[src/rtl/ender_timekeeper.sv]
// ender_timekeeper: 24-hour BCD time-of-day clock with a 12/24-hour display
// formatter, two debounced auto-repeat set buttons and a minute-resolution alarm.
module ender_timekeeper #(
  parameter int unsigned TICK_DIV = 32768,
  parameter int unsigned DEBOUNCE = 512,
  parameter int unsigned REPEAT   = 8192
) (
  input  logic       clk,
  input  logic       rst,
  input  logic       mode_12h,
  input  logic       btn_min_n,
  input  logic       btn_hr_n,
  input  logic       alarm_en,
  input  logic [7:0] alarm_hr,
  input  logic [7:0] alarm_min,
  output logic [7:0] sec_bcd,
  output logic [7:0] min_bcd,
  output logic [7:0] hr_bcd,
  output logic       pm,
  output logic       sec_pulse,
  output logic       alarm_hit
);

  typedef enum logic [1:0] {IDLE, PRESS_DEB, HELD, REL_DEB} deb_state_t;

  localparam logic [23:0] TICK_LAST = 24'(TICK_DIV - 1);
  localparam logic [23:0] DEB_LAST  = 24'(DEBOUNCE - 1);
  localparam logic [23:0] REP_LAST  = 24'(REPEAT - 1);

  // Returns {carry, next} for a BCD value counting 00..59.
  function automatic logic [8:0] inc_bcd60(input logic [7:0] v);
    if (v[3:0] != 4'd9)      inc_bcd60 = {1'b0, v[7:4], v[3:0] + 4'd1};
    else if (v[7:4] != 4'd5) inc_bcd60 = {1'b0, v[7:4] + 4'd1, 4'd0};
    else                     inc_bcd60 = 9'h100;
  endfunction

  // Returns {carry, next} for a BCD value counting 00..23.
  function automatic logic [8:0] inc_bcd24(input logic [7:0] v);
    if (v == 8'h23)          inc_bcd24 = 9'h100;
    else if (v[3:0] != 4'd9) inc_bcd24 = {1'b0, v[7:4], v[3:0] + 4'd1};
    else                     inc_bcd24 = {1'b0, v[7:4] + 4'd1, 4'd0};
  endfunction

  // Maps a 24-hour BCD hour to its 12-hour BCD display value (00 -> 12).
  function automatic logic [7:0] to_12h(input logic [7:0] v);
    logic [4:0] h;
    logic [4:0] r;
    h = 5'(v[7:4]) * 5'd10 + 5'(v[3:0]);
    if (h == 5'd0)       r = 5'd12;
    else if (h > 5'd12)  r = h - 5'd12;
    else                 r = h;
    if (r >= 5'd10) to_12h = {4'd1, 4'(r - 5'd10)};
    else            to_12h = {4'd0, r[3:0]};
  endfunction

  // Button index 0 advances minutes, index 1 advances hours.
  logic [1:0] btn_n;
  logic [1:0] btn_evt;
  assign btn_n = {btn_hr_n, btn_min_n};

  for (genvar gi = 0; gi < 2; gi++) begin : g_btn
    logic       sync1_reg;
    logic       sync2_reg;
    logic       pressed;
    logic       evt;
    deb_state_t state_reg;
    deb_state_t state_next;
    logic [23:0] cnt_reg;
    logic [23:0] cnt_next;

    assign pressed     = ~sync2_reg;
    assign btn_evt[gi] = evt;

    // Two-flop synchroniser; resets to the released (high) level.
    always_ff @(posedge clk) begin
      if (rst) begin
        sync1_reg <= 1'b1;
        sync2_reg <= 1'b1;
      end else begin
        sync1_reg <= btn_n[gi];
        sync2_reg <= sync1_reg;
      end
    end

    // Debounce FSM state and shared debounce/repeat counter.
    always_ff @(posedge clk) begin
      if (rst) begin
        state_reg <= IDLE;
        cnt_reg   <= 24'd0;
      end else begin
        state_reg <= state_next;
        cnt_reg   <= cnt_next;
      end
    end

    // Next state: the entering sample counts as the first debounce cycle.
    always_comb begin
      state_next = state_reg;
      cnt_next   = cnt_reg;
      evt        = 1'b0;
      case (state_reg)
        IDLE: begin
          cnt_next = 24'd0;
          if (pressed) begin
            state_next = PRESS_DEB;
            cnt_next   = 24'd1;
          end
        end
        PRESS_DEB: begin
          if (!pressed) begin
            state_next = IDLE;
            cnt_next   = 24'd0;
          end else if (cnt_reg == DEB_LAST) begin
            state_next = HELD;
            cnt_next   = 24'd0;
            evt        = 1'b1;
          end else begin
            cnt_next = cnt_reg + 24'd1;
          end
        end
        HELD: begin
          if (!pressed) begin
            state_next = REL_DEB;
            cnt_next   = 24'd1;
          end else if (cnt_reg == REP_LAST) begin
            cnt_next = 24'd0;
            evt      = 1'b1;
          end else begin
            cnt_next = cnt_reg + 24'd1;
          end
        end
        REL_DEB: begin
          if (pressed) begin
            state_next = HELD;
            cnt_next   = 24'd0;
          end else if (cnt_reg == DEB_LAST) begin
            state_next = IDLE;
            cnt_next   = 24'd0;
          end else begin
            cnt_next = cnt_reg + 24'd1;
          end
        end
        default: begin
          state_next = IDLE;
          cnt_next   = 24'd0;
        end
      endcase
    end
  end

  logic        evt_min;
  logic        evt_hr;
  logic [23:0] pre_reg;
  logic [23:0] pre_next;
  logic        tick;
  logic [7:0]  sec_reg, min_reg, hr_reg;
  logic [7:0]  sec_next, min_next, hr_next;
  logic [7:0]  hr_disp_reg;
  logic        pm_reg;
  logic        sec_pulse_reg;
  logic        sec_upd;
  logic        alarm_reg;
  logic        alarm_next;
  logic [8:0]  sec_inc, min_inc, hr_inc;

  assign evt_min = btn_evt[0];
  assign evt_hr  = btn_evt[1];
  assign tick    = (pre_reg == TICK_LAST);
  assign sec_inc = inc_bcd60(sec_reg);
  assign min_inc = inc_bcd60(min_reg);
  assign hr_inc  = inc_bcd24(hr_reg);

  // Time update: a minute event overrides the tick; an hour event overrides any tick carry.
  always_comb begin
    sec_next   = sec_reg;
    min_next   = min_reg;
    hr_next    = hr_reg;
    pre_next   = tick ? 24'd0 : pre_reg + 24'd1;
    sec_upd    = 1'b0;
    if (evt_min) begin
      min_next = min_inc[7:0];
      sec_next = 8'h00;
      pre_next = 24'd0;
      sec_upd  = 1'b1;
    end else if (tick) begin
      sec_next = sec_inc[7:0];
      sec_upd  = 1'b1;
      if (sec_inc[8]) begin
        min_next = min_inc[7:0];
        if (min_inc[8]) hr_next = hr_inc[7:0];
      end
    end
    if (evt_hr) hr_next = hr_inc[7:0];
    // Internal time is always legal BCD, so an out-of-range alarm setting cannot match.
    alarm_next = alarm_en && (sec_upd || evt_hr) && (hr_next == alarm_hr) &&
                 (min_next == alarm_min) && (sec_next == 8'h00);
  end

  // Time, prescaler and registered outputs.
  always_ff @(posedge clk) begin
    if (rst) begin
      pre_reg       <= 24'd0;
      sec_reg       <= 8'h00;
      min_reg       <= 8'h00;
      hr_reg        <= 8'h00;
      hr_disp_reg   <= mode_12h ? 8'h12 : 8'h00;
      pm_reg        <= 1'b0;
      sec_pulse_reg <= 1'b0;
      alarm_reg     <= 1'b0;
    end else begin
      pre_reg       <= pre_next;
      sec_reg       <= sec_next;
      min_reg       <= min_next;
      hr_reg        <= hr_next;
      hr_disp_reg   <= mode_12h ? to_12h(hr_next) : hr_next;
      pm_reg        <= (hr_next >= 8'h12);
      sec_pulse_reg <= sec_upd;
      alarm_reg     <= alarm_next;
    end
  end

  assign sec_bcd   = sec_reg;
  assign min_bcd   = min_reg;
  assign hr_bcd    = hr_disp_reg;
  assign pm        = pm_reg;
  assign sec_pulse = sec_pulse_reg;
  assign alarm_hit = alarm_reg;

endmodule

[config.mk]
export PLATFORM = sky130hd
export DESIGN_NAME = ender_timekeeper
export DESIGN_NICKNAME = d
export VERILOG_FILES = /design/src/rtl/ender_timekeeper.sv
export SDC_FILE = /design/constraint.sdc
export NUM_CORES = 1
export LEC_CHECK = 0
export CORE_MARGIN = 1
export CORE_UTILIZATION = 55
export CTS_BUF_LIST = sky130_fd_sc_hd__clkbuf_8
export DETAILED_ROUTE_END_ITERATION = 12
export GPL_ROUTABILITY_DRIVEN = 0
export PLACE_DENSITY = 0.76
export REMOVE_ABC_BUFFERS = 1
export SETUP_SLACK_MARGIN = 0.02
export SLEW_MARGIN = 20
export SYNTH_ARGS = -nofsm -noshare
export SYNTH_HDL_FRONTEND = slang
export SYNTH_SLANG_ARGS = --single-unit
[constraint.sdc]
create_clock -name clk -period 5.5 [get_ports clk]
set_input_delay 1.1 -clock clk [delete_from_list [all_inputs] [get_ports clk]]
set_output_delay 1.1 -clock clk [all_outputs]
set_load 0.1 [all_outputs]
==> results.md, run 1 <==
- Root Buffer: clkbuf_8
- Clk pin slew, worst setup/hold paths: 0.07 ns
- Switching part of the total: 0.227
- Clock power share: 0.485
- Fraction of layout cells with a size suffix above 1: 0.0873
- Resize count post-CTS: 0
- FP Rows: 38
- Final instance area: 7180 um2
- Drt total wl: 13400 um
- Switching pwr: 0.440 mW
- Final TNS setup: 0 ns
- Area post-placement: 6700 um2
- Post-synth ARST share: 0
- CTS Hold Bufs: 0
- Overall routing resource usage: 0.256
- VDD IR max: 0.218 mV
- DP HPWL: 9620 um
- Largest net degree at the start of global routing: 27
- First-pass detailed-route iteration total: 4
- Antenna diodes: 0
- Worst Setup Start Kind: flip-flop
- Synth-to-Final Area Change: 17.9%
- Clock period minus worst slack: 5.11 ns
- P_int: 1.50 mW
- # IOs: 49
- Comb power frac: 0.069
- Mean Syn Cell Area: 8.40 um2
- Arrival @ worst endpoint: 5.45 ns
- Hold Path Class: flip-flop to flip-flop
- Clk sinks: 115
- Pleak: 2.63 nW
- Top cell by count, worst path: ha_1
- Post-synth EDFFs: 0
- Sequential cell fraction of total power: 0.446
- YS warnings: 0
- CTS tree: done
- Cell variety after synth: 71
- Slew Limit Fails: 0
- Die Ht: 107 um
- Wirelength per Cell: 14.4 um
- Detailed Route Iter0 Violations: 251
- Post-CTS setup buffers: 0
- Slew headroom: 0.315
- Hold Vio Cnt, Final: 0
- CTS Buf Count: 17
- Initial core utilization: 0.564
- CP Buf/Inv Count: 1
- Crit end category: flip-flop
- CP max stage delay: 0.59 ns
- Final period utilization: 0.928
- Net total in the final layout: 824
- Setup CP Type: flip-flop to flip-flop
- Vias: 5227
- Clock latency at the later pin of the worst-skew pair: 0.44 ns
- Max Clk Rate: 196 MHz
- Status: finished, final reports clean
- Vias per Instance: 5.62
- RSZ-0062 raised after global routing: false
- Die Area: 11500 um2
- Synth Instances: 725
- Worst EP required: 5.84 ns
- Layout Skew: 0.00918 ns
- Residual DRC count: 0
- Vias in the first global route: 5107
- Pwr Density: 270 nW/um2
- IO Port Bufs: 48
- Grt ovf: 0
- Max FFs per register: 48
- Clock buffer depth: 2
- First-pass GRT wire length: 23100 um
- H-tree depth: 4
- CORE AREA: 10800 um2
- Yosys reg bits: 115
- Final setup vio count: 0
- Mapped Area: 6090 um2
- Antenna Nets Post-Route: 0
- Max-cap viol count: 0
- Seq/Total Area, Yosys: 0.378
- Slowest-stage cell, CP: or4_2
- Initial antenna violation count: 0
- Worst Tran Pin Value: 1.02 ns
- Top FF cell, synth: dfxtp_1
- CP top delay family: simple AND/OR/NAND/NOR gates
- Critical-path cell list: ha_1 > and2_1 > nand4_1 > or2_4 > o31a_4 > or4_2 > and2_1 > inv_1 > ha_1 > a21o_1 > a21oi_1 > xnor2_1 > nand2_1 > mux2_2 > and2_4 > a31o_2 > ha_1 > o31a_1 > o2111a_1 > nor4_1
- DIE WIDTH: 107 um
- Maximum fanout along the worst path: 11
==> power by group through the flow <==
stage                     logic [mW]  clock network (mW)  registers (mW)
after global routing           0.151               0.998           0.868
after detailed placement       0.133                   0           0.884
after global placement         0.126                   0           0.882
final                          0.134               0.941           0.865
after floorplan               0.0773                   0           0.890
after CTS                      0.134               0.959           0.865
==> Yosys cell counts (5+ instances only) <==
master | number | area share
or2_2 | 6 | 0.0062
nand2_1 | 47 | 0.029
and3_1 | 14 | 0.014
or3_2 | 5 | 0.0062
inv_1 | 30 | 0.018
nand3_1 | 44 | 0.036
clkbuf_1 | 14 | 0.0086
xnor2_1 | 31 | 0.045
and4_1 | 6 | 0.0086
xor2_1 | 53 | 0.076
nand2b_1 | 8 | 0.0082
ha_1 | 24 | 0.049
nor4_1 | 9 | 0.0092
a21oi_1 | 28 | 0.023
nor3_1 | 20 | 0.016
nor3b_1 | 5 | 0.0062
nor2_1 | 123 | 0.076
or3_1 | 7 | 0.0072
nand4_1 | 20 | 0.021
and2_1 | 13 | 0.013
o21ai_0 | 21 | 0.017
dfxtp_1 | 115 | 0.38
a211oi_1 | 5 | 0.0062
==> per-layer routing <==
layer / global-route usage / vias to the layer above / routed length, um
li1: - / 2625 / -
met1: 0.307 / 2465 / 6130
met2: 0.420 / 120 / 6400
met3: 0.0875 / 17 / 708
met4: 0.0998 / 0 / 194
met5: 0 / - / 0
==> per-stage QoR <==
step | setup slack, ns | hold slack, ns | instances | total power [mW] | util
2_1_floorplan | 0.162 | 0.389 | 705 | 0.967 | -
3_3_place_gp | 0.629 | 0.394 | 898 | 1.01 | 0.620
3_5_place_dp | 0.401 | 0.398 | 898 | 1.02 | 0.620
4_1_cts | 0.344 | 0.418 | 930 | 1.96 | 0.665
5_1_grt | 0.0237 | 0.439 | 930 | 2.02 | 0.665
6_report | 0.394 | 0.414 | 930 | 1.94 | 0.665
==> worst paths after layout <==
path / startpoint / endpoint / slack, ns / cells after the start
max reg2reg: pre_reg[0]$_SDFF_PP0_ / hr_bcd[2]$_SDFF_PP0_ / 0.39 / 20
min reg2reg: g_btn[1].sync1_reg$_SDFF_PP1_ / g_btn[1].sync2_reg$_SDFF_PP1_ / 0.41 / 1
max: pre_reg[0]$_SDFF_PP0_ / hr_bcd[2]$_SDFF_PP0_ / 0.39 / 20
min: g_btn[1].sync1_reg$_SDFF_PP1_ / g_btn[1].sync2_reg$_SDFF_PP1_ / 0.41 / 1
==> worst reg2reg max path, cell delays in order (launching register included) <==
cell	delay, ns
dfxtp_1	0.40
ha_1	0.26
and2_1	0.23
nand4_1	0.17
or2_4	0.30
o31a_4	0.34
or4_2	0.59
and2_1	0.22
inv_1	0.11
ha_1	0.24
a21o_1	0.15
a21oi_1	0.17
xnor2_1	0.20
nand2_1	0.08
mux2_2	0.31
and2_4	0.19
a31o_2	0.21
ha_1	0.21
o31a_1	0.14
o2111a_1	0.24
nor4_1	0.26
==> final cells by class <==
| type | instances | area [um2] |
|---|---|---|
| Clock buffer | 22 | 303 |
| Sequential cell | 115 | 2300 |
| Inverter | 30 | 113 |
| Multi-Input combinational cell | 560 | 3590 |
| Clock inverter | 10 | 176 |
| Tap cell | 140 | 175 |
| Fill cell | 898 | 3610 |
| Timing Repair Buffer | 53 | 518 |
==> cell families after synthesis <==
logic type,after synthesis,share of synthesized area
AO/OA/AOI/OAI,92,0.104
adder cells (fa/ha/maj),25,0.0526
flip-flops,115,0.378
XOR/XNOR,86,0.128
multiplexers,8,0.0144
buffers and inverters,50,0.0327
AND/OR/NAND/NOR,349,0.290
==> cells in the final DEF, fill, tap and decap left out, types with 3 or more instances in the layout <==
cell type / netlist / routed
nor2b_1: 3 / 3
nor2_1: 123 / 123
o21ai_0: 21 / 21
a311oi_1: 4 / 4
xor2_1: 53 / 53
a21oi_1: 28 / 28
or2_2: 6 / 6
mux2_2: 3 / 3
clkdlybuf4s50_1: 0 / 48
xnor2_1: 31 / 31
inv_1: 30 / 31
nand2b_1: 8 / 8
dfxtp_1: 115 / 115
and3_1: 14 / 14
or3_2: 5 / 5
buf_4: 0 / 5
a221oi_1: 3 / 3
and4_1: 6 / 6
and2_1: 13 / 13
nor3_1: 20 / 20
nand4_1: 20 / 20
nor4_2: 3 / 3
mux2i_1: 4 / 4
a31oi_1: 3 / 3
clkbuf_8: 0 / 22
nand3_1: 44 / 44
nor4_1: 9 / 9
nand2_1: 47 / 47
bufinv_16: 0 / 5
nor3b_1: 5 / 5
a211oi_1: 5 / 5
ha_1: 24 / 24
or3_1: 7 / 7
clkinv_2: 0 / 3
No activity file was read; power rests on OpenSTA's default activity.
==> run 2, diff against run 1 <==
--- a/config.mk
+++ b/config.mk
@@ -9,7 +9,6 @@
 export CORE_UTILIZATION = 55
 export CTS_BUF_LIST = sky130_fd_sc_hd__clkbuf_8
 export DETAILED_ROUTE_END_ITERATION = 12
-export GPL_ROUTABILITY_DRIVEN = 0
 export PLACE_DENSITY = 0.76
 export REMOVE_ABC_BUFFERS = 1
 export SETUP_SLACK_MARGIN = 0.02
==> results of run 2 <==
The final DEF is identical to that of run 1; final timing and power are the same.
==> run 3, diff against run 2 <==
--- a/config.mk
+++ b/config.mk
@@ -5,6 +5,7 @@
 export SDC_FILE = /design/constraint.sdc
 export NUM_CORES = 1
 export LEC_CHECK = 0
+export CAP_MARGIN = 20
 export CORE_MARGIN = 1
 export CORE_UTILIZATION = 55
 export CTS_BUF_LIST = sky130_fd_sc_hd__clkbuf_8
==> results of run 3 <==
The final DEF is identical to that of run 1; final timing and power are the same.
